### config.mk
export PLATFORM = sky130hd
export DESIGN_NAME = lcd_pattern_gen
export DESIGN_NICKNAME = d
export VERILOG_FILES = /design/src/rtl/lcd_pattern_gen.sv
export SDC_FILE = /design/constraint.sdc
export NUM_CORES = 1
export LEC_CHECK = 0
export CORE_ASPECT_RATIO = 1.25
export CORE_MARGIN = 4
export CORE_UTILIZATION = 40
export CTS_CLUSTER_SIZE = 40
export DETAILED_ROUTE_END_ITERATION = 7
export PLACE_DENSITY_LB_ADDON = 0.1
export SYNTH_ARGS = -nofsm -noshare
export SYNTH_HDL_FRONTEND = slang
export SYNTH_SLANG_ARGS = --single-unit
### constraint.sdc
create_clock -name clk -period 9.3 [get_ports clk]
set_input_delay 0.93 -clock clk [delete_from_list [all_inputs] [get_ports clk]]
set_output_delay 0.93 -clock clk [all_outputs]
set_load 0.05 [all_outputs]
### src/rtl/lcd_pattern_gen.sv
// RGB LCD timing generator with run-time selectable test patterns.
// Mode, solid colour and the scroll offset change only on frame boundaries.
module lcd_pattern_gen #(
    parameter int H_ACTIVE    = 480,
    parameter int H_FP        = 8,
    parameter int H_SYNC      = 4,
    parameter int H_BP        = 43,
    parameter int V_ACTIVE    = 272,
    parameter int V_FP        = 8,
    parameter int V_SYNC      = 4,
    parameter int V_BP        = 12,
    parameter bit HS_POL      = 1'b0,
    parameter bit VS_POL      = 1'b0,
    parameter int R_W         = 5,
    parameter int G_W         = 6,
    parameter int B_W         = 5,
    parameter int NUM_BARS    = 16,
    parameter int CHECK_LOG2  = 4,
    parameter int SCROLL_STEP = 4
) (
    input  logic                     clk,
    input  logic                     rst_n,
    input  logic [2:0]               mode,
    input  logic [R_W+G_W+B_W-1:0]   solid_rgb,
    output logic                     hs,
    output logic                     vs,
    output logic                     de,
    output logic [R_W-1:0]           lcd_r,
    output logic [G_W-1:0]           lcd_g,
    output logic [B_W-1:0]           lcd_b,
    output logic [9:0]               active_x,
    output logic [9:0]               active_y,
    output logic                     frame_start
);
    localparam int H_TOTAL = H_ACTIVE + H_FP + H_SYNC + H_BP;
    localparam int V_TOTAL = V_ACTIVE + V_FP + V_SYNC + V_BP;
    localparam int RGB_W   = R_W + G_W + B_W;
    // Counters are at least 10 bits so the grey ramp and active_x/y slices always exist.
    localparam int HW      = ($clog2(H_TOTAL) > 10) ? $clog2(H_TOTAL) : 10;
    localparam int VW      = ($clog2(V_TOTAL) > 10) ? $clog2(V_TOTAL) : 10;
    localparam int BAR_W   = H_ACTIVE / NUM_BARS;
    localparam int CBAR_W  = H_ACTIVE / 8;

    localparam logic [HW-1:0] H_ACT_C  = HW'(H_ACTIVE);
    localparam logic [HW-1:0] H_SYNC_S = HW'(H_ACTIVE + H_FP);
    localparam logic [HW-1:0] H_BP_S   = HW'(H_ACTIVE + H_FP + H_SYNC);
    localparam logic [HW-1:0] H_LAST   = HW'(H_TOTAL - 1);
    localparam logic [VW-1:0] V_ACT_C  = VW'(V_ACTIVE);
    localparam logic [VW-1:0] V_SYNC_S = VW'(V_ACTIVE + V_FP);
    localparam logic [VW-1:0] V_BP_S   = VW'(V_ACTIVE + V_FP + V_SYNC);
    localparam logic [VW-1:0] V_LAST   = VW'(V_TOTAL - 1);
    localparam logic [RGB_W-1:0] TOP_BIT = RGB_W'(1) << (RGB_W - 1);
    localparam logic [RGB_W-1:0] WHITE   = {RGB_W{1'b1}};

    logic [HW-1:0]    h_cnt;
    logic [VW-1:0]    v_cnt;
    logic [2:0]       mode_q;
    logic [RGB_W-1:0] solid_q;
    logic [9:0]       frame_cnt;
    logic [HW-1:0]    offset;
    logic             h_last;
    logic             frame_end;
    logic             de_next;
    logic             hs_next;
    logic             vs_next;
    logic [RGB_W-1:0] pix_next;
    logic [RGB_W-1:0] rgb_q;
    logic [HW:0]      off_sum;
    logic [HW:0]      x_sum;
    logic [HW-1:0]    x_eff;
    logic [HW-1:0]    walk_idx;
    logic [7:0]       g8;

    // Eight classic bars; with bar index b the channels are r=~b[1], g=~b[2], b=~b[0].
    function automatic logic [RGB_W-1:0] classic_bar(input logic [HW-1:0] x);
        logic [HW-1:0] b;
        b = x / HW'(CBAR_W);
        if (b > HW'(7)) b = HW'(7);
        return {{R_W{~b[1]}}, {G_W{~b[2]}}, {B_W{~b[0]}}};
    endfunction

    assign h_last    = (h_cnt == H_LAST);
    assign frame_end = h_last && (v_cnt == V_LAST);

    always_ff @(posedge clk or negedge rst_n) begin
        if (!rst_n) begin
            h_cnt <= '0;
            v_cnt <= '0;
        end else if (h_last) begin
            h_cnt <= '0;
            v_cnt <= (v_cnt == V_LAST) ? '0 : v_cnt + VW'(1);
        end else begin
            h_cnt <= h_cnt + HW'(1);
        end
    end

    assign off_sum = {1'b0, offset} + (HW+1)'(SCROLL_STEP);

    always_ff @(posedge clk or negedge rst_n) begin
        if (!rst_n) begin
            mode_q    <= '0;
            solid_q   <= '0;
            frame_cnt <= '0;
            offset    <= '0;
        end else if (frame_end) begin
            mode_q    <= mode;
            solid_q   <= solid_rgb;
            frame_cnt <= frame_cnt + 10'd1;
            offset    <= (off_sum >= {1'b0, H_ACT_C}) ? HW'(off_sum - {1'b0, H_ACT_C})
                                                      : off_sum[HW-1:0];
        end
    end

    assign de_next = (h_cnt < H_ACT_C) && (v_cnt < V_ACT_C);
    assign hs_next = ((h_cnt >= H_SYNC_S) && (h_cnt < H_BP_S)) ? HS_POL : ~HS_POL;
    assign vs_next = ((v_cnt >= V_SYNC_S) && (v_cnt < V_BP_S)) ? VS_POL : ~VS_POL;

    // x and offset are both below H_ACTIVE, so one conditional subtract wraps the sum.
    assign x_sum = {1'b0, h_cnt} + {1'b0, offset};
    assign x_eff = (x_sum >= {1'b0, H_ACT_C}) ? HW'(x_sum - {1'b0, H_ACT_C}) : x_sum[HW-1:0];
    assign g8    = h_cnt[7:0];

    always_comb begin
        walk_idx = h_cnt / HW'(BAR_W);
        if (walk_idx > HW'(NUM_BARS - 1)) walk_idx = HW'(NUM_BARS - 1);
    end

    always_comb begin
        pix_next = '0;
        if (de_next) begin
            case (mode_q)
                3'd0: pix_next = TOP_BIT >> walk_idx;
                3'd1: pix_next = classic_bar(h_cnt);
                3'd2: pix_next = {g8[7 -: R_W], g8[7 -: G_W], g8[7 -: B_W]};
                3'd3: pix_next = (h_cnt[CHECK_LOG2] ^ v_cnt[CHECK_LOG2]) ? WHITE : '0;
                3'd4: pix_next = solid_q;
                3'd5: pix_next = classic_bar(x_eff);
                default: pix_next = '0;
            endcase
        end
    end

    always_ff @(posedge clk or negedge rst_n) begin
        if (!rst_n) begin
            hs          <= ~HS_POL;
            vs          <= ~VS_POL;
            de          <= 1'b0;
            rgb_q       <= '0;
            active_x    <= '0;
            active_y    <= '0;
            frame_start <= 1'b0;
        end else begin
            hs          <= hs_next;
            vs          <= vs_next;
            de          <= de_next;
            rgb_q       <= pix_next;
            active_x    <= de_next ? h_cnt[9:0] : 10'd0;
            active_y    <= de_next ? v_cnt[9:0] : 10'd0;
            frame_start <= (h_cnt == '0) && (v_cnt == '0);
        end
    end

    assign lcd_r = rgb_q[RGB_W-1 -: R_W];
    assign lcd_g = rgb_q[G_W+B_W-1 -: G_W];
    assign lcd_b = rgb_q[B_W-1:0];

endmodule

* Word-level counts from Yosys, hierarchy flattened
Cells that the tools add are included.
** Storage, ports and cells
- Input port bits :: 21
- Output and inout port bits :: 40
- Register bits :: 89
** Operators by class
- Mux-type cells :: 18
- Bitwise gates (word level) :: 7
- Shift operators :: 1
- Equal/unequal tests :: 7
- Reductions and logical operators :: 8
- Divide/modulo/power cells :: 3
- $add $sub $neg :: 6
- Order comparisons :: 11
** Operators by type and width (number)
- case mux 16 bit (6 select lines) :: 1
- 2-to-1 mux 10 bit :: 7
- < comparator 10 x 9 -> 1 bit, second input constant :: 4
- 2-to-1 mux 16 bit :: 2
- greater-or-equal comparator 11 x 9 -> 1 bit, second input constant :: 2
- adder 10 x 1 -> 10 bit, second input constant :: 2
- divider 10 x 6 -> 10 bit, second input constant :: 2
- greater-or-equal comparator 10 x 9 -> 1 bit, second input constant :: 2
- > comparator 10 x 3 -> 1 bit, second input constant :: 2
- logical NOT 10 bit :: 2
- subtractor 10 x 9 -> 10 bit, second input constant :: 2
- 2-to-1 mux 3 bit :: 6
- >> shifter 16 x 10 -> 16 bit, first input constant :: 1
- adder 10 x 10 -> 11 bit :: 1
- adder 10 x 3 -> 11 bit, second input constant :: 1
- divider 10 x 5 -> 10 bit, second input constant :: 1
- equality test 10 bit, second input constant :: 1
- equality test 10 x 9 -> 1 bit, second input constant :: 1
- > comparator 10 x 4 -> 1 bit, second input constant :: 1
- equality test 3 x 2 -> 1 bit, second input constant :: 2
- equality test 3 bit, second input constant :: 2
- NOT 1 bit :: 6
- logical AND 1 bit :: 5
- equality test 3 x 1 -> 1 bit, second input constant :: 1
- 3 further kinds :: 4

* Logic depth before layout (Yosys ltp)
- Depth in word-level cells :: 11
- Depth in mapped cells :: 17
- Mapped depth without buffers :: 17

* Worst setup path after synthesis
OpenSTA, ideal clock, no wires.
- Kind :: register to register
- Start point :: register h_cnt[3]
- End point :: register rgb_q[11]
- Arrival :: 3.961 ns
- Setup slack :: 5.207 ns
- Required time :: 9.168 ns
- Buffers on the path :: 1
- Stages on the path, launching flop included :: 17
- Setup time :: 0.132 ns
- Path through :: dfrtp_1 clkbuf_1 inv_1 fa_1 nand2b_1 a21oi_1 xor2_1 ha_1 a31oi_2 o31ai_4 mux2i_1 a31oi_2 or3_1 a21oi_1 nand3_1 a31oi_2 o21ai_1
** On the way
- Longest elaborated chain between the ends :: 11
** Ends and longest elaborated chain
- start: declaration :: RTL line 55 : logic [HW-1:0] h_cnt;
- start signal: assignment :: RTL line 93 : h_cnt <= h_cnt + HW'(1);
- adder 10 x 10 -> 11 bit :: RTL line 119 : assign x_sum = {1'b0, h_cnt} + {1'b0, offset};
- subtractor 10 x 9 -> 10 bit or greater-or-equal comparator 11 x 9 -> 1 bit (tied branches) :: RTL line 120 : assign x_eff = (x_sum >= {1'b0, H_ACT_C}) ? HW'(x_sum - {1'b0, H_ACT_C}) : x_sum[HW-1:0];
- 2-to-1 mux 10 bit :: RTL line 120
- divider 10 x 6 -> 10 bit :: RTL line 77 : b = x / HW'(CBAR_W);
- > comparator 10 x 3 -> 1 bit :: RTL line 78 : if (b > HW'(7)) b = HW'(7);
- 2-to-1 mux 3 bit :: RTL line 78
- 2-to-1 mux 3 bit :: RTL line 131 : case (mode_q)
- 2-to-1 mux 3 bit :: RTL line 130 : if (de_next) begin
- NOT 1 bit :: RTL line 79 : return {{R_W{~b[1]}}, {G_W{~b[2]}}, {B_W{~b[0]}}};
- case mux 16 bit (6 select lines) :: RTL line 131
- 2-to-1 mux 16 bit * :: RTL line 130
- via pix_next[11] :: RTL line 66 : logic [RGB_W-1:0] pix_next;
- end signal: assignment :: RTL line 156 : rgb_q <= pix_next;
- end: declaration :: RTL line 67 : logic [RGB_W-1:0] rgb_q;
Mark *: on every way through the listed nets, which the timed path passes. The rest lies on a longest branch. The select of a mux whose other input is x is not followed.
A chain may end at the register's enable or synchronous reset.

* Worst setup path in the final report
- Start point :: register h_cnt[2]
- End point :: register rgb_q[15]
Same word-level chain as after synthesis.

==> impl_metrics.json <==
{
  "skew_ns": 0.007485,
  "async_reset_ff_share_pct": 100.0,
  "ys_seq_area_share_pct": 41.60,
  "synth-seq-cells": 87,
  "syn_area_um2": 5239,
  "slew_headroom_pct": 25.31,
  "cp-endpoint": "rgb_q[15]",
  "drt_pass1_iterations": 5,
  "synth.distinct_cells": 76,
  "totalNegativeSetupSlack_ns": 0,
  "cp_max_fo": 11,
  "area_delta_synth_final_pct": 19.92,
  "cts_buffers": 9,
  "clock-sinks": 87,
  "reg2reg_depth": 16,
  "grt_pass1_wl_um": 21710,
  "syn_inst": 590,
  "avgRoutedWirePerCell_um": 15.70,
  "synth_flop_cell": "dfrtp_1",
  "vias": 4382,
  "ir_drop_mv": 0.07749,
  "start_util_pct": 41.00,
  "ant_nets": 0,
  "ios": 61,
  "crit_type": "reg -> reg",
  "cts_hold_buffers": 0,
  "route.detailed.drc": 0,
  "core_um2": 12780,
  "antenna_cells": 0,
  "status": "completed",
  "pwr_density_cell_nw_per_um2": 117.6,
  "synth-edff-count": 0,
  "htree_levels": 3,
  "chipWidth_um": 110.4,
  "dpl.hpwl_um": 9558,
  "final_nets": 680,
  "ys_warn_count": 0,
  "maxSlewViolCount": 0,
  "crit_arrival_ns": 4.76,
  "worst_slew_pin_slew_ns": 1.120,
  "crit_path_start": "h_cnt[2]",
  "cts-root-buf": "clkbuf_16",
  "avgSynthCellArea_um2": 8.879,
  "overflow": 0,
  "layout_commonest_cell": "nand2_1",
  "required_ns": 9.49,
  "maxCapViolations": 0,
  "fmax_ghz": 0.2186,
  "grt_max_degree": 56,
  "dr.first_iter.drc_count": 299,
  "portBuffers": 60,
  "setup_viol_count_final": 0,
  "max-clock-path-buffers": 2,
  "grt_pass1_vias": 4363,
  "fin_crit_ns": 4.574,
  "die_h_um": 136.0,
  "vias_per_cell": 5.383,
  "postCtsSetupBuffers": 0,
  "r2r-end": "rgb_q[15]",
  "antenna_found_initial": 0,
  "r2r_start": "h_cnt[2]",
  "hp-class": "reg -> reg",
  "clkLatencyLatePin_ns": 0.33,
  "rrSetupSlack_ns": 4.73,
  "rows": 46,
  "hold_viol_final": 0,
  "die_area_um2": 15000,
  "power_mw": 0.7389,
  "track_usage_pct": 18.37,
  "cts_resized": 0,
  "place.gp.congestion": 0.9090,
  "fin_crit_sh_pct": 49.18,
  "cts_tree": "yes",
  "clkTransAtPathRegs_ns": 0.06,
  "grt_setup_unrepaired": "false",
  "routed_wl_um": 12780,
  "critPathLaunchType": "register",
  "most-common-layout-cells": "103 x nand2_1, 85 x dfrtp_1, 59 x clkdlybuf4s50_1, 48 x nor2_1, 26 x a21oi_1",
  "layout-drive-gt1-share_pct": 7.430,
  "crit_path_end_kind": "register",
  "leakage_nw": 2.623
}
[sequential cells by signal (all words and copies together), names as in the netlist]
signal / flops
vs: 1
hs: 1
de: 1
mode_q: 3
active_y: 10
frame_start: 1
solid_q: 16
offset: 8
active_x: 10
v_cnt: 10
rgb_q: 16
h_cnt: 10
[where the power goes]
| part | internal [mW] | total [mW] | switching, mW |
|---|---|---|---|
| logic | 0.00824 | 0.0182 | 0.00999 |
| registers | 0.379 | 0.379 | 0.000100 |
| clock network | 0.197 | 0.342 | 0.145 |
[through the flow]
step	utilization [%]	setup WS, ns	instance area (um2)	hold slack, ns	std cells
global route	49.17	4.339	6282	0.5072	814
global placement	46.93	4.901	5996	0.4596	798
CTS	49.17	4.713	6282	0.4817	814
finish	49.17	4.726	6282	0.4766	814
floorplan	-	5.207	5243	0.4386	591
detailed placement	46.93	4.735	5996	0.4656	798
[worst min path at each step]
stage | from | to | slack [ns] | depth (start not counted)
final | solid_q[5] | solid_q[5] | 0.48 | 2
after detailed placement | solid_q[5] | solid_q[5] | 0.47 | 2
after global placement | solid_q[1] | solid_q[1] | 0.46 | 2
after global routing | solid_q[3] | solid_q[3] | 0.51 | 2
after CTS | solid_q[5] | solid_q[5] | 0.48 | 2
after floorplan | solid_q[5] | solid_q[5] | 0.44 | 2
[critical path, cell delays in order (launching register included)]
cell	delay [ns]
dfrtp_1	0.54
ha_1	0.26
inv_1	0.06
fa_1	0.39
nand2b_1	0.18
a21oi_1	0.15
xor2_1	0.34
ha_1	0.28
a31oi_2	0.09
o31ai_4	0.41
mux2i_1	0.36
a31oi_2	0.23
or3_1	0.39
a21oi_1	0.23
nand3_1	0.13
a31oi_2	0.28
o21ai_1	0.11
[cell usage after synthesis, types with 8 or more instances]
library cell	n	area share, %
nand2_1	103	7.4
dfrtp_1	85	41
nor2_1	48	3.4
a21oi_1	26	2.5
xnor2_1	25	4.2
clkbuf_1	24	1.7
and2_1	21	2.5
o21ai_0	20	1.9
ha_1	17	4.1
nand3_1	16	1.5
nor3_1	16	1.5
a211oi_1	14	2.0
inv_1	13	0.93
xor2_1	13	2.2
and3_1	11	1.3
or3_1	9	1.1
o21a_1	8	1.1
[metal layers]
layer	track usage [%]	wire length, um	up-vias
li1	-	-	2183
met1	24.60	5763	2088
met2	30.23	6351	98
met3	3.420	484	13
met4	5.339	183	0
met5	0	0	-
[cells by family (layout without fill, tap and decap cells)]
logic type	count (synthesis)	in the layout	synth area share (%)
AND/OR/NAND/NOR	267	267	25.05
AO/OA/AOI/OAI	129	129	17.39
flip-flops	87	87	41.60
XOR/XNOR	40	40	6.974
buffers and inverters	40	95	2.866
adder cells (fa/ha/maj)	20	20	4.824
multiplexers	6	6	1.218
other	1	2	0.07158
[layout make-up]
type	instances	area, um2
fillers	1241	6495
multi-input cells	464	2918
flip-flops and latches	87	2180
repair buffers	65	635.6
clock buffers	12	256.5
well taps	168	210.2
inverters	14	52.55
clock inverters	4	30.03
No activity file was read; power rests on OpenSTA's default activity.
